## src/rtl/water_arb_pkg.sv

```systemverilog
// Shared definitions for the water-valve arbiter: state encoding and default timing constants.
package water_arb_pkg;

  typedef enum logic [1:0] {
    StIdle   = 2'd0,
    StGrant  = 2'd1,
    StSettle = 2'd2
  } arb_state_e;

  localparam int unsigned MaxHoldDefault   = 8;
  localparam int unsigned SettleCycDefault = 2;

endpackage

```

## src/rtl/rr_pick.sv

```systemverilog
// Cyclic first-one search of a request vector starting at a given index.
module rr_pick #(
  parameter int unsigned N   = 4,
  parameter int unsigned IdW = $clog2(N)
) (
  input  logic [N-1:0]   req_i,
  input  logic [IdW-1:0] start_i,
  output logic [N-1:0]   onehot_o,
  output logic [IdW-1:0] idx_o,
  output logic           valid_o
);

  logic [IdW-1:0] cand;
  int unsigned    pos;

  always_comb begin
    onehot_o = '0;
    idx_o    = '0;
    valid_o  = 1'b0;
    cand     = '0;
    pos      = 0;
    for (int unsigned k = 0; k < N; k++) begin
      pos  = (32'(start_i) + k) % N;
      cand = IdW'(pos);
      if (!valid_o && req_i[cand]) begin
        valid_o        = 1'b1;
        idx_o          = cand;
        onehot_o[cand] = 1'b1;
      end
    end
  end

endmodule

```

## src/rtl/water_valve_arbiter.sv

```systemverilog
// Round-robin arbiter sharing one mains water valve between N washer controllers.
// Hold-time preemption is built only when WATER_ARB_TIMEOUT_EN is defined.
module water_valve_arbiter
  import water_arb_pkg::*;
#(
  parameter int unsigned N          = 4,
  parameter int unsigned MAX_HOLD   = MaxHoldDefault,
  parameter int unsigned SETTLE_CYC = SettleCycDefault
) (
  input  logic                 clk,
  input  logic                 reset,
  input  logic                 power,
  input  logic                 pause,
  input  logic [N-1:0]         req,
  output logic [N-1:0]         gnt,
  output logic [$clog2(N)-1:0] gnt_id,
  output logic                 valve_open,
  output logic                 preempt,
  output logic                 busy
);

  localparam int unsigned IdW  = $clog2(N);
  localparam int unsigned SetW = $clog2(SETTLE_CYC + 1);

  arb_state_e     state_q, state_d;
  logic [N-1:0]   gnt_q, gnt_d;
  logic [IdW-1:0] id_q, id_d;
  logic [IdW-1:0] rr_q, rr_d;
  logic [SetW-1:0] set_q, set_d;
  logic           valve_q, valve_d;
  logic           busy_q, busy_d;
  logic           leave;

  logic [N-1:0]   pick_oh;
  logic [IdW-1:0] pick_idx;
  logic           pick_vld;

  rr_pick #(
    .N(N)
  ) u_rr_pick (
    .req_i   (req),
    .start_i (rr_q),
    .onehot_o(pick_oh),
    .idx_o   (pick_idx),
    .valid_o (pick_vld)
  );

`ifdef WATER_ARB_TIMEOUT_EN
  localparam int unsigned HoldW = $clog2(MAX_HOLD + 1);
  logic [HoldW-1:0] hold_q, hold_d;
  logic             pre_q, pre_d;
  logic             hold_hit, others;
  // Saturated timer keeps the window open so a late competitor still preempts.
  assign hold_hit = (hold_q >= HoldW'(MAX_HOLD - 1));
  assign others   = |(req & ~gnt_q);
  assign preempt  = pre_q;
`else
  assign preempt  = 1'b0;
`endif

  always_comb begin
    state_d = state_q;
    gnt_d   = gnt_q;
    id_d    = id_q;
    rr_d    = rr_q;
    set_d   = set_q;
    busy_d  = busy_q;
    leave   = 1'b0;
`ifdef WATER_ARB_TIMEOUT_EN
    hold_d  = hold_q;
    pre_d   = 1'b0;
`endif
    if (!power) begin
      state_d = StIdle;
      gnt_d   = '0;
      id_d    = '0;
      set_d   = '0;
      busy_d  = 1'b0;
`ifdef WATER_ARB_TIMEOUT_EN
      hold_d  = '0;
`endif
    end else if (!pause) begin
      unique case (state_q)
        StIdle: begin
          if (pick_vld) begin
            state_d = StGrant;
            gnt_d   = pick_oh;
            id_d    = pick_idx;
            busy_d  = 1'b1;
`ifdef WATER_ARB_TIMEOUT_EN
            hold_d  = '0;
`endif
          end
        end
        StGrant: begin
          leave = !req[id_q];
`ifdef WATER_ARB_TIMEOUT_EN
          // A voluntary release never reports as a preemption.
          if (!leave && hold_hit && others) begin
            leave = 1'b1;
            pre_d = 1'b1;
          end else if (hold_q != HoldW'(MAX_HOLD)) begin
            hold_d = hold_q + 1'b1;
          end
`endif
          if (leave) begin
            state_d = StSettle;
            gnt_d   = '0;
            id_d    = '0;
            set_d   = '0;
            rr_d    = (id_q == IdW'(N - 1)) ? '0 : id_q + 1'b1;
          end
        end
        StSettle: begin
          if (set_q == SetW'(SETTLE_CYC - 1)) begin
            state_d = StIdle;
            set_d   = '0;
            busy_d  = 1'b0;
          end else begin
            set_d = set_q + 1'b1;
          end
        end
        default: begin
          state_d = StIdle;
          gnt_d   = '0;
          id_d    = '0;
          busy_d  = 1'b0;
        end
      endcase
    end
    valve_d = |gnt_d;
  end

  always_ff @(posedge clk) begin
    if (reset) begin
      state_q <= StIdle;
      gnt_q   <= '0;
      id_q    <= '0;
      rr_q    <= '0;
      set_q   <= '0;
      valve_q <= 1'b0;
      busy_q  <= 1'b0;
`ifdef WATER_ARB_TIMEOUT_EN
      hold_q  <= '0;
      pre_q   <= 1'b0;
`endif
    end else begin
      state_q <= state_d;
      gnt_q   <= gnt_d;
      id_q    <= id_d;
      rr_q    <= rr_d;
      set_q   <= set_d;
      valve_q <= valve_d;
      busy_q  <= busy_d;
`ifdef WATER_ARB_TIMEOUT_EN
      hold_q  <= hold_d;
      pre_q   <= pre_d;
`endif
    end
  end

  assign gnt        = gnt_q;
  assign gnt_id     = id_q;
  assign valve_open = valve_q;
  assign busy       = busy_q;

endmodule

```

## config.mk

```make
export PLATFORM = sky130hd
export DESIGN_NAME = water_valve_arbiter
export DESIGN_NICKNAME = d
export VERILOG_FILES = /design/src/rtl/water_arb_pkg.sv /design/src/rtl/rr_pick.sv /design/src/rtl/water_valve_arbiter.sv
export SDC_FILE = /design/constraint.sdc
export NUM_CORES = 1
export LEC_CHECK = 0
export ABC_AREA = 1
export CAP_MARGIN = 20
export CORE_ASPECT_RATIO = 0.8
export CORE_UTILIZATION = 41
export DETAILED_ROUTE_END_ITERATION = 16
export HOLD_SLACK_MARGIN = 0.08
export RECOVER_POWER = 50
export SYNTH_ARGS = -nofsm -noshare
export SYNTH_HDL_FRONTEND = slang
export SYNTH_HIERARCHICAL = 1
export SYNTH_SLANG_ARGS = --single-unit
```

## constraint.sdc

```tcl
create_clock -name clk -period 2.2 [get_ports clk]
set_input_delay 0.22 -clock clk [delete_from_list [all_inputs] [get_ports clk]]
set_output_delay 0.22 -clock clk [all_outputs]
set_load 0.03 [all_outputs]
```

; ---- Word-level counts from Yosys, hierarchy flattened
; Cells that the tools add are included.
; W data, S select, Z words.
[classes]
n_addsub = 5
n_lt_le_gt_ge = 9
n_eq_ne = 7
n_mux = 48
n_bitwise = 8
reduce_logical = 19
[ops]
columns = operator, n
row1 = $mux W4, 8
row2 = $mux W2, 11
row3 = $reduce_and A4 Y1, 4
row4 = $lt A2 B3 Y1 const B, 5
row5 = $mux W1, 15
row6 = $or A4 B4 Y4, 3
row7 = $pmux W2 S3, 2
row8 = $pmux W4 S3, 1
row9 = $bmux W1 S2, 5
row10 = $demux W1 S2, 4
row11 = $ge A2 B1 Y1 const B, 4
row12 = $logic_and A1 B1 Y1, 7
row13 = $add A2 B1 Y2 const B, 3
row14 = $ne A2 B2 Y1 const B, 3
row15 = $not A1 Y1, 5
row16 = $add A2 B2 Y2 const B, 2
row17 = $eq A2 B1 Y1 const B, 2
row18 = $eq A2 B2 Y1 const B, 2
row19 = $pmux W2 S2, 1
row20 = $reduce_or A4 Y1, 1
row21 = $logic_not A1 Y1, 3
row22 = $pmux W1 S3, 1
row23 = $reduce_and A3 Y1, 1
row24 = $logic_not A2 Y1, 1
row25 = 2 further kinds, 2
[word_totals]
regBits = 14
input_bits = 8
out_inout_bits = 9
wordCells = 103

; ---- Logic depth before layout (Yosys ltp)
; Gate-level depths: netlist of run 1.
[logic_depth]
word_depth = 17
mapped_depth = 17
depth_no_buf = 16

; ---- By module
; The synthesis of run 1 kept the hierarchy.
[modules_own_cells]
columns = module, instances, cells_each, area_each_um2, seq_area_each_um2
row1 = water_valve_arbiter, 1, 121, 833.3, 280.3
row2 = rr_pick, 1, 74, 440.4, 0.0

; ---- Worst setup path before layout of run 1
; No wires, ideal clock.
[synth_path]
path_type = register -> register
start = register rr_q[0]
end = register valve_q, in the netlist valve_open
setup_ns = 0.124
arrival_ns = 2.124
required_ns = 2.076
slack_ns = -0.048
stages_incl_launch_ff = 18
path_buffers = 1
period_less_slack_ns = 2.248
cell_sequence = dfxtp_1 inv_2 ha_1 inv_1 nand2_1 nand2_2 nor2_4 buf_6 nand4_1 inv_1 o21ai_0 nand3_1 nand2_1 nand2_1 nand2_1 nand2_1 nor2_1 nor2_1
[synth_via]
elab_chain_cells = 17
word_cells_on_any_way = 53
classes_between = 3 x add/sub / 8 x order compare / 28 x mux / 3 x bitwise / 11 x reduce/logical
[synth_lines]
columns = element, line_no
row1 = start: declaration, water_valve_arbiter.sv:28  ; logic [IdW-1:0] rr_q, rr_d;
row2 = start signal: assignment, water_valve_arbiter.sv:151  ; rr_q <= rr_d;
row3 = branches (longest 11 deep; another with $add A2 B1 Y2), n/a
row4 = $mux W1 (*), rr_pick.sv:25  ; if (!valid_o && req_i[cand]) begin
row5 = named net pick_vld, water_valve_arbiter.sv:36  ; logic pick_vld;
row6 = $mux W4 (*), water_valve_arbiter.sv:85  ; if (pick_vld) begin
row7 = $pmux W4 S3 (*), water_valve_arbiter.sv:83  ; unique case (state_q)
row8 = $mux W4 (*), water_valve_arbiter.sv:82  ; end else if (!pause) begin
row9 = $mux W4 (*), water_valve_arbiter.sv:73  ; if (!power) begin
row10 = $reduce_or A4 Y1 (*), water_valve_arbiter.sv:131  ; valve_d = |gnt_d;
row11 = end signal: assignment, water_valve_arbiter.sv:153  ; valve_q <= valve_d;
row12 = end: declaration, water_valve_arbiter.sv:30  ; logic valve_q, valve_d;
; Mark *: on every way through the listed nets, which the timed path passes. The select of a mux whose other input is x is not followed.
; A chain may end at the register's enable or synchronous reset.

; ---- Final worst setup path of run 1
[layout_path]
start = register rr_q[1]
end = register gnt_q[0], in the netlist gnt[0]
[layout_via]
elab_chain_cells = 16
word_cells_on_any_way = 52
classes_between = 3 x add/sub / 8 x order compare / 28 x mux / 3 x bitwise / 10 x reduce/logical
[layout_lines]
columns = element, line_no
row1 = branches (longest 11 deep; another with $lt A2 B3 Y1), n/a
row2 = $mux W4 (*), rr_pick.sv:25
row3 = named net pick_oh[0], water_valve_arbiter.sv:34  ; logic [N-1:0] pick_oh;
row4 = $mux W4 (*), water_valve_arbiter.sv:85
row5 = $pmux W4 S3 (*), water_valve_arbiter.sv:83
row6 = $mux W4 (*), water_valve_arbiter.sv:82
row7 = $mux W4 (*), water_valve_arbiter.sv:73
row8 = end signal: assignment, water_valve_arbiter.sv:149  ; gnt_q <= gnt_d;
row9 = end: declaration, water_valve_arbiter.sv:26  ; logic [N-1:0] gnt_q, gnt_d;
; Marks and branches as above.

==> results.md, run 1 <==
Global routing:
- The maximum number of pins on one net before global-route repair is 12.
- The initial antenna violation count is 0.
- Global routing used 28.3% of the available met1 tracks.
- The first global-routing pass estimated 5330 µm of wire.
- Summed over all layers, the global routing overflow is 0.
- Global routing used 4.61% of the available met3 tracks.
- The met2 demand-to-capacity share in global routing is 33.0%.
- The most used routing layer in global routing is met2.
- The number of global-route vias before repair is 1225.
- The total routing resource utilization after global routing is 20.6%.

Power and ir drop:
- In this run the static leakage power is 0.782 nW.
- The clock network fraction of design power is 34.8%.
- Combinational cells account for 28.5% of the total power.
- Summed over all nets, the switching power comes to 0.000228 W.
- The power density relative to cell area is 444 nW/µm².
- In this run switching power makes up 31.0% of total power.
- Sequential cells account for 36.8% of the total power.
- The maximum VDD drop is 0.306 mV.
- The internal portion of the total power is 0.000506 W.

STA:
- The ratio of final minimum period to clock period is 91.1%.
- The worst path needs 2000 ps of the cycle, external delays included.
- Setup repair after global routing left no endpoint under its margin.
- The total setup violations reported at the end of the flow is 0.
- The maximum clock frequency is 499 MHz.
- Clock skew on the completed layout was measured at 5.82 ps.
- The max-slew violation count was 0.
- In the final timing run, aggregate negative setup slack is 0 ps.
- The count of final hold-check violations is 0.

Clocking:
- TritonCTS built the clock tree.
- After clock tree synthesis, the clock-pin slew on the worst setup and hold paths is 60 ps.
- In this run the deepest clock path goes through 2 buffers.
- In this run the number of H-tree levels came out at 1.
- The clock insertion delay at the later pin of the skew report is 250 ps.
- The clock sink count is 14.
- The number of buffers added by the clock tree synthesis step is 3.
- The buffer type at the clock tree root is sky130_fd_sc_hd__clkbuf_8.
- Hold repair after CTS inserted 0 buffers.

Layout:
- The fraction of final layout cells with drive strength greater than 1 is 22.8%.
- Measured on the finished design, the core utilization comes to 58.0%.
- The post-route cell area is 1650 µm².
- The area growth from synthesis to layout is 29.8%.
- In the final design database the tool counted 244 nets.
- The antenna diode count is 0.
- The final standard cell count with taps included and fillers excluded is 262.

Placement:
- The count of buffers added on input and output ports is 15.
- The final estimated routing congestion in global placement is 0.903.
- The placed standard-cell area is 1550 µm².
- Once placement completed, the tool counted placed cells totaling 256.
- The wire-length estimate of the detail-placed layout is 2440 µm.

Logic synthesis:
- The number of enable-type register cells in the synthesized netlist is 0.
- The average footprint of a synthesized cell is 6.53 µm².
- The cell area that synthesis handed to floorplanning was 1270 µm².
- In the synthesized netlist, the number of instances is 195.
- The proportion of synthesized flip-flops having asynchronous set or reset is 0%.
- The cell type contributing the most total cell area after synthesis is sky130_fd_sc_hd__dfxtp_1.
- The number of synthesized register bits is 14.
- The count of different cell masters after synthesis is 26.
- The net count after synthesis is 214.
- The commonest cells after synthesis are sky130_fd_sc_hd__nand2_1 (37), sky130_fd_sc_hd__nand3_1 (24), sky130_fd_sc_hd__a21oi_1 (23), sky130_fd_sc_hd__inv_1 (23), sky130_fd_sc_hd__dfxtp_1 (14).
- The top flip-flop cell by instance count after synthesis is sky130_fd_sc_hd__dfxtp_1.
- sky130_fd_sc_hd__nand2_1 is the most common cell in the netlist.
- The share of the synthesized area in the top cell type is 22.0%.
- The number of synthesis warnings is 6.
- The proportion of synthesized chip area in sequential cells is 22.0%.
- In the post-synthesis netlist, the biggest area contributors are sky130_fd_sc_hd__dfxtp_1 (22%), sky130_fd_sc_hd__nand2_1 (11%), sky130_fd_sc_hd__ha_1 (11%).

Setup path:
- STA classifies the critical path startpoint as a flop.
- At the worst endpoint, the required time is 2390 ps.
- STA classifies the critical path endpoint as a flop.
- Of all nets on the critical path, the largest fanout is 8.
- The number of cells traversed by the worst register-to-register path is 16.
- For flop-to-flop paths, the worst setup slack is 200 ps.
- For the worst setup path, the data arrival time is 2190 ps.
- The worst setup path category is flop to flop.

Floorplan:
- The effective utilization at floorplan is 44.7%.
- The die is 51.9 µm tall.
- The region available for standard cell placement spans 2850 µm².
- 17 I/O pins were placed.
- The chip width is 64.3 µm.
- The die area is 3340 µm².
- The floorplan has 17 rows.

Route:
- After detailed routing, the number of remaining DRC violations is 0.
- Once detail routing completed, the nets flagged for antenna violations numbered 0.
- The number of search-and-repair iterations in the first detailed-routing pass is 4.
- The detailed router's first-iteration violation count is 103.
- The average vias per placed instance is 5.16.
- Across all layers, the routed design uses 1352 vias.
- After detailed routing, the average wire length per cell comes to 11.8 µm.
- The detailed-route wire length is 3100 µm.

Hold path:
- The class of the most critical hold timing path is flop to flop.
- Along the worst hold path, the cell count comes to 2.

Job:
- Max-cap violations in this run came to 0.

Outcome:
- The flow ran to the end, and the final reports show no timing, DRC or antenna violations.
-- sequential cells by signal, indices dropped and copies added (netlist names) --
| name | flops |
|---|---|
| state_q | 2 |
| set_q | 2 |
| valve_open | 1 |
| gnt | 4 |
| busy | 1 |
| rr_q | 2 |
| gnt_id | 2 |
-- power groups by stage --
stage / Sequential, W / Clock [W] / Combinational (W)
after floorplan: 0.000290 / 0 / 0.000122
after global routing: 0.000271 / 0.000271 / 0.000234
after global placement: 0.000275 / 0 / 0.000201
final: 0.000270 / 0.000255 / 0.000209
after CTS: 0.000270 / 0.000266 / 0.000204
after detailed placement: 0.000276 / 0 / 0.000203
-- timing repair --
action                                  4_1_cts  5_1_grt
resized for setup                             1       18
endpoints found under the setup margin        2       10
setup buffers                                 0        2
hold endpoints to repair                      0        0
pin swaps                                     0        5
-- kinds of logic (layout without fill, tap and decap cells) --
logic type               count (synthesis)  count (layout)  share of synthesized area [%]
AND/OR/NAND/NOR                        100             100                           40.8
other                                    1               1                          0.294
flip-flops                              14              14                           22.0
buffers and inverters                   32              61                           10.4
AO/OA/AOI/OAI                           37              37                           15.7
adder cells (fa/ha/maj)                 11              11                           10.8
-- layout by cell type, fill, tap and decap left out --
master / n
sky130_fd_sc_hd__a211oi_1: 2
sky130_fd_sc_hd__a21boi_0: 4
sky130_fd_sc_hd__a21oi_1: 20
sky130_fd_sc_hd__a21oi_2: 3
sky130_fd_sc_hd__buf_12: 1
sky130_fd_sc_hd__buf_4: 12
sky130_fd_sc_hd__buf_6: 1
sky130_fd_sc_hd__clkbuf_8: 4
sky130_fd_sc_hd__clkdlybuf4s50_1: 7
sky130_fd_sc_hd__clkinv_1: 1
sky130_fd_sc_hd__conb_1: 1
sky130_fd_sc_hd__dfxtp_1: 12
sky130_fd_sc_hd__dfxtp_2: 2
sky130_fd_sc_hd__dlygate4sd3_1: 7
sky130_fd_sc_hd__dlymetal6s2s_1: 1
sky130_fd_sc_hd__ha_1: 10
sky130_fd_sc_hd__ha_4: 1
sky130_fd_sc_hd__inv_1: 19
sky130_fd_sc_hd__inv_2: 8
sky130_fd_sc_hd__nand2_1: 37
sky130_fd_sc_hd__nand2_2: 9
sky130_fd_sc_hd__nand2_4: 1
sky130_fd_sc_hd__nand3_1: 24
sky130_fd_sc_hd__nand3_2: 4
sky130_fd_sc_hd__nand3_4: 1
sky130_fd_sc_hd__nand4_1: 8
sky130_fd_sc_hd__nand4_2: 1
sky130_fd_sc_hd__nor2_1: 12
sky130_fd_sc_hd__nor2_4: 2
sky130_fd_sc_hd__nor3_1: 1
sky130_fd_sc_hd__o21ai_0: 5
sky130_fd_sc_hd__o21ai_1: 2
sky130_fd_sc_hd__o21ai_2: 1
-- metrics by stage --
step / power (W) / setup WS, ps / hold WS, ps
floorplan: 0.000412 / 52.4 / 405
global placement: 0.000476 / -6.21 / 416
detailed placement: 0.000479 / -34.4 / 420
CTS: 0.000740 / 53.6 / 431
global route: 0.000776 / 1.80 / 460
finish: 0.000734 / 196 / 428
-- per-layer routing --
layer	vias to the layer above	wire length, µm
met5	-	0
met4	0	23
met3	4	99
met2	29	1330
met1	612	1650
li1	707	-
-- area by class of cell --
class / count / area (µm²)
fill: 295 / 1200
multi-input combinational: 149 / 888
sequential: 14 / 283
timing repair buffer: 29 / 274
inverter: 28 / 105
clock buffer: 4 / 55.1
tap: 38 / 47.5
-- final timing paths --
path / startpoint / to
max: rr_q[1] / gnt[0]
max reg2reg: rr_q[1] / gnt[0]
min: set_q[1] / set_q[1]
min reg2reg: set_q[1] / set_q[1]
-- critical path, cell delays in order (launching register included) --
cell	delay, ps
sky130_fd_sc_hd__dfxtp_2	340
sky130_fd_sc_hd__inv_2	50
sky130_fd_sc_hd__ha_4	280
sky130_fd_sc_hd__inv_2	50
sky130_fd_sc_hd__nand2_1	70
sky130_fd_sc_hd__nand2_2	60
sky130_fd_sc_hd__nor2_4	160
sky130_fd_sc_hd__buf_12	130
sky130_fd_sc_hd__nand4_1	80
sky130_fd_sc_hd__nand3_1	110
sky130_fd_sc_hd__nand3_1	80
sky130_fd_sc_hd__a21oi_1	140
sky130_fd_sc_hd__nand2_1	60
sky130_fd_sc_hd__nand2_1	50
sky130_fd_sc_hd__nand2_1	70
sky130_fd_sc_hd__buf_4	130
sky130_fd_sc_hd__nor2_1	70
Note: power is estimated with default switching activity, not from simulation.
==> run 2, diff against run 1 <==
--- a/config.mk
+++ b/config.mk
@@ -10,8 +10,10 @@
 export CORE_ASPECT_RATIO = 0.8
 export CORE_UTILIZATION = 41
 export DETAILED_ROUTE_END_ITERATION = 16
+export GPL_ROUTABILITY_DRIVEN = 0
 export HOLD_SLACK_MARGIN = 0.08
 export RECOVER_POWER = 50
+export REMOVE_ABC_BUFFERS = 1
 export SYNTH_ARGS = -nofsm -noshare
 export SYNTH_HDL_FRONTEND = slang
 export SYNTH_HIERARCHICAL = 1
==> run 2 against run 1 <==
Against the previous run: die area unchanged; combinational power up 3%; final cell count is 0.38% lower; critical path depth rose by 1; worst setup slack lost 29 ps; highest routed layer is now met3; power shrank 5.6%; routed wire length up 2.9%.
==> results.md, run 2 (synthesized netlist as in run 1, its figures left out) <==
Outcome:
- The run finished with clean final reports.

Floorplan:
- The die area is 3340 µm² (unchanged).
- The number of standard-cell rows in the floorplan came to 17 (unchanged).
- The number of ports placed on the die boundary is 17 (unchanged).
- The chip width is 64.3 µm (unchanged).
- The core region area came to 2850 µm² (unchanged).
- The effective utilization at floorplan came to 44.7% (unchanged).
- The die height is 51.9 µm (unchanged).

Clocking:
- The buffer levels on the longest clock path is 2 (unchanged).
- The number of buffers added by the clock tree synthesis step was 3 (unchanged).
- The clock tree from TritonCTS is done.
- The buffer type at the clock tree root is sky130_fd_sc_hd__clkbuf_8.
- The clock sink count came to 14 (unchanged).
- The H-tree depth was 1 (unchanged).
- The clock transition time at the flip-flop clock pins of the worst setup and hold paths is 60 ps (about the same).
- The clock insertion delay at the later pin of the skew report was 240 ps (about the same).

Power and ir drop:
- The sum of internal, switching and leakage power was 0.000693 W (-5.6%).
- The maximum VDD drop was 0.292 mV (-4.5%).
- The internal power summed over all cells was 0.000472 W (-6.7%).
- The combinational share of power came to 31.0% (+2.5 points).
- The static leakage power came to 0.765 nW (-2.2%).
- The clock network fraction of design power was 30.1% (-4.7 points).
- The net switching component of the power was 0.000221 W (-3.0%).
- The power density relative to cell area is 420 nW/µm² (-5.4%).
- The power share of the sequential group is 38.9% (+2.1 points).
- The switching part of the total power is 31.9% (+0.84 points).

Setup path:
- The worst reg-to-reg setup slack came to 170 ps (-30 ps).
- The critical path arrival was 2220 ps (+30 ps).
- The type of destination of the critical path is a flop.
- The worst setup path category is flop to flop.
- The largest fanout on the critical path was 7 (-1).
- The worst setup path startpoint is rr_q[1].
- The worst register-to-register path begins at rr_q[1].
- The worst register-to-register path ends at valve_open.
- The worst endpoint required time is 2380 ps (about the same).
- The number of cells traversed by the worst register-to-register path is 17 (+1).
- The worst setup path is launched from a flop.

STA:
- The count of final hold-check violations is 0 (unchanged).
- The ratio of final minimum period to clock period was 92.4% (+1.3 points).
- The maximum clock frequency was 492 MHz (-1.4%).
- The max-slew violation count is 0 (unchanged).
- The total setup violations reported at the end of the flow is 0 (unchanged).
- The final-layout setup total negative slack came to 0 ps (unchanged).
- The time the final worst path needs with I/O delays and setup was 2030 ps (+29.3 ps).
- The minimum setup slack in the final design was 166 ps (-29.3 ps).
- The maximum clock skew at final layout was 0.762 ps (-5.06 ps).

Layout:
- The top cell types in the final layout, fill and taps aside, are sky130_fd_sc_hd__nand2_1 (35), sky130_fd_sc_hd__nand3_1 (23), sky130_fd_sc_hd__inv_1 (22), sky130_fd_sc_hd__a21oi_1 (21), sky130_fd_sc_hd__dfxtp_1 (13).
- The antenna diode count came to 0 (unchanged).
- The area growth from synthesis to layout is 29.5%.
- The post-layout net count is 244 (unchanged).
- Leaving out fill and tap cells, the most frequent cell in the layout is sky130_fd_sc_hd__nand2_1.
- The number of flip-flops under the largest register name is 4 (unchanged).
- The layout filler cell count is 288 (-2.4%).
- The final standard cell count with taps included and fillers excluded is 261 (-0.38%).
- The fraction of final layout cells with drive strength greater than 1 is 21.1% (-1.7 points).

Job:
- The number of max-capacitance violations reported is 0 (unchanged).

Hold path:
- The worst hold path stage count is 2 (unchanged).
- The startpoint identified for the worst hold timing path is set_q[1].
- The endpoint of the worst hold path is set_q[1].
- The class of the most critical hold timing path is flop to flop.

Placement:
- The post-placement worst setup slack came to -68.4 ps (-34.0 ps).
- The placed cell count is 257 (+0.39%).
- The detailed placer's ending HPWL is 2520 µm (+3.3%).
- The count of input and output buffers is 15 (unchanged).

Route:
- The count of vias placed by the detailed router is 1353 (+0.074%).
- The number of nets still failing antenna checks after routing is 0 (unchanged).
- The detailed-route wire length is 3190 µm (+2.9%).
- The wire length per cell is 12.2 µm (+3.3%).
- The number of search-and-repair iterations in the first detailed-routing pass was 4 (unchanged).
- The detailed router's first-iteration violation count is 97 (-5.8%).
- The total DRC errors in the routed layout is 0 (unchanged).
- The average vias per placed instance was 5.18 (+0.46%).

Global routing:
- The initial antenna violation count was 0 (unchanged).
- The maximum number of pins on one net before global-route repair is 12 (unchanged).
- The number of global-route vias before repair is 1258 (+2.7%).
- The total routing resource utilization after global routing is 21.2% (+0.64 points).
- The aggregate global routing overflow came to 0 (unchanged).
- The wire length of the first global-routing pass is 5490 µm (+3.1%).
## run 2: cell types whose count changed in the layout (fill, tap and decap cells not counted), sizes merged
cell,before,now
dlymetal6s2s,1,0
clkdlybuf4s50,7,9
clkbuf,4,3
dlygate4sd3,7,6
## run 2: worst max path at each step
stage / endpoint / slack [ps] / depth (start not counted)
2_1_floorplan: busy / -10 / 13
3_3_place_gp: valve_open / -2 / 16
3_5_place_dp: valve_open / -70 / 16
4_1_cts: valve_open / 50 / 16
5_1_grt: valve_open / -8 / 17
6_report: valve_open / 170 / 17
## run 2: layout make-up
class	instances	area (µm²)	share of cell area, %
Clock buffer	3	41.3	2.50
Inverter	28	105	6.37
Multi-Input combinational cell	149	898	54.5
Sequential cell	14	282	17.1
Tap cell	38	47.5	2.88
Timing Repair Buffer	29	275	16.7
## run 2: power by group through the flow
stage	clock, W	sequential [W]	combinational, W
final	0.000209	0.000270	0.000215
after CTS	0.000219	0.000270	0.000208
after floorplan	0	0.000290	0.000115
after global routing	0.000231	0.000271	0.000240
after detailed placement	0	0.000276	0.000206
after global placement	0	0.000275	0.000204
## run 2: per-layer routing
metal | global-route usage [%] | share of wire, %
met2 | 35.1 | 45
met5 | 0 | 0
met4 | 3.33 | 0
met3 | 4.61 | 6.2
met1 | 28.7 | 49
## run 2: what timing repair did
action	CTS	global route
cloned	0	0
hold buffers	0	0
setup endpoints to repair	1	10
buffers inserted	0	1
gates resized for setup	1	17
pin swaps	1	5
## run 2: through the flow
step	hold WS (ps)	cell area (µm²)	utilization (%)
final	425	1650	57.9
after CTS	428	1610	56.4
after global routing	457	1650	57.9
after global placement	415	1550	54.5
after detailed placement	418	1550	54.5
after floorplan	289	1250	-
## run 2: critical path, cell delays in order (launching register included)
cell and delay, ps:
sky130_fd_sc_hd__dfxtp_1 340, sky130_fd_sc_hd__inv_2 60, sky130_fd_sc_hd__ha_4 290, sky130_fd_sc_hd__inv_2 50
sky130_fd_sc_hd__nand2_1 70, sky130_fd_sc_hd__nand2_2 60, sky130_fd_sc_hd__nor2_4 170, sky130_fd_sc_hd__buf_12 130
sky130_fd_sc_hd__nand3_1 60, sky130_fd_sc_hd__nand3_1 120, sky130_fd_sc_hd__nand3_1 100, sky130_fd_sc_hd__a21oi_2 140
sky130_fd_sc_hd__nand2_1 60, sky130_fd_sc_hd__nand2_1 60, sky130_fd_sc_hd__nand2_1 70, sky130_fd_sc_hd__nand2_1 80
sky130_fd_sc_hd__nor2_1 40, sky130_fd_sc_hd__nor2_1 60
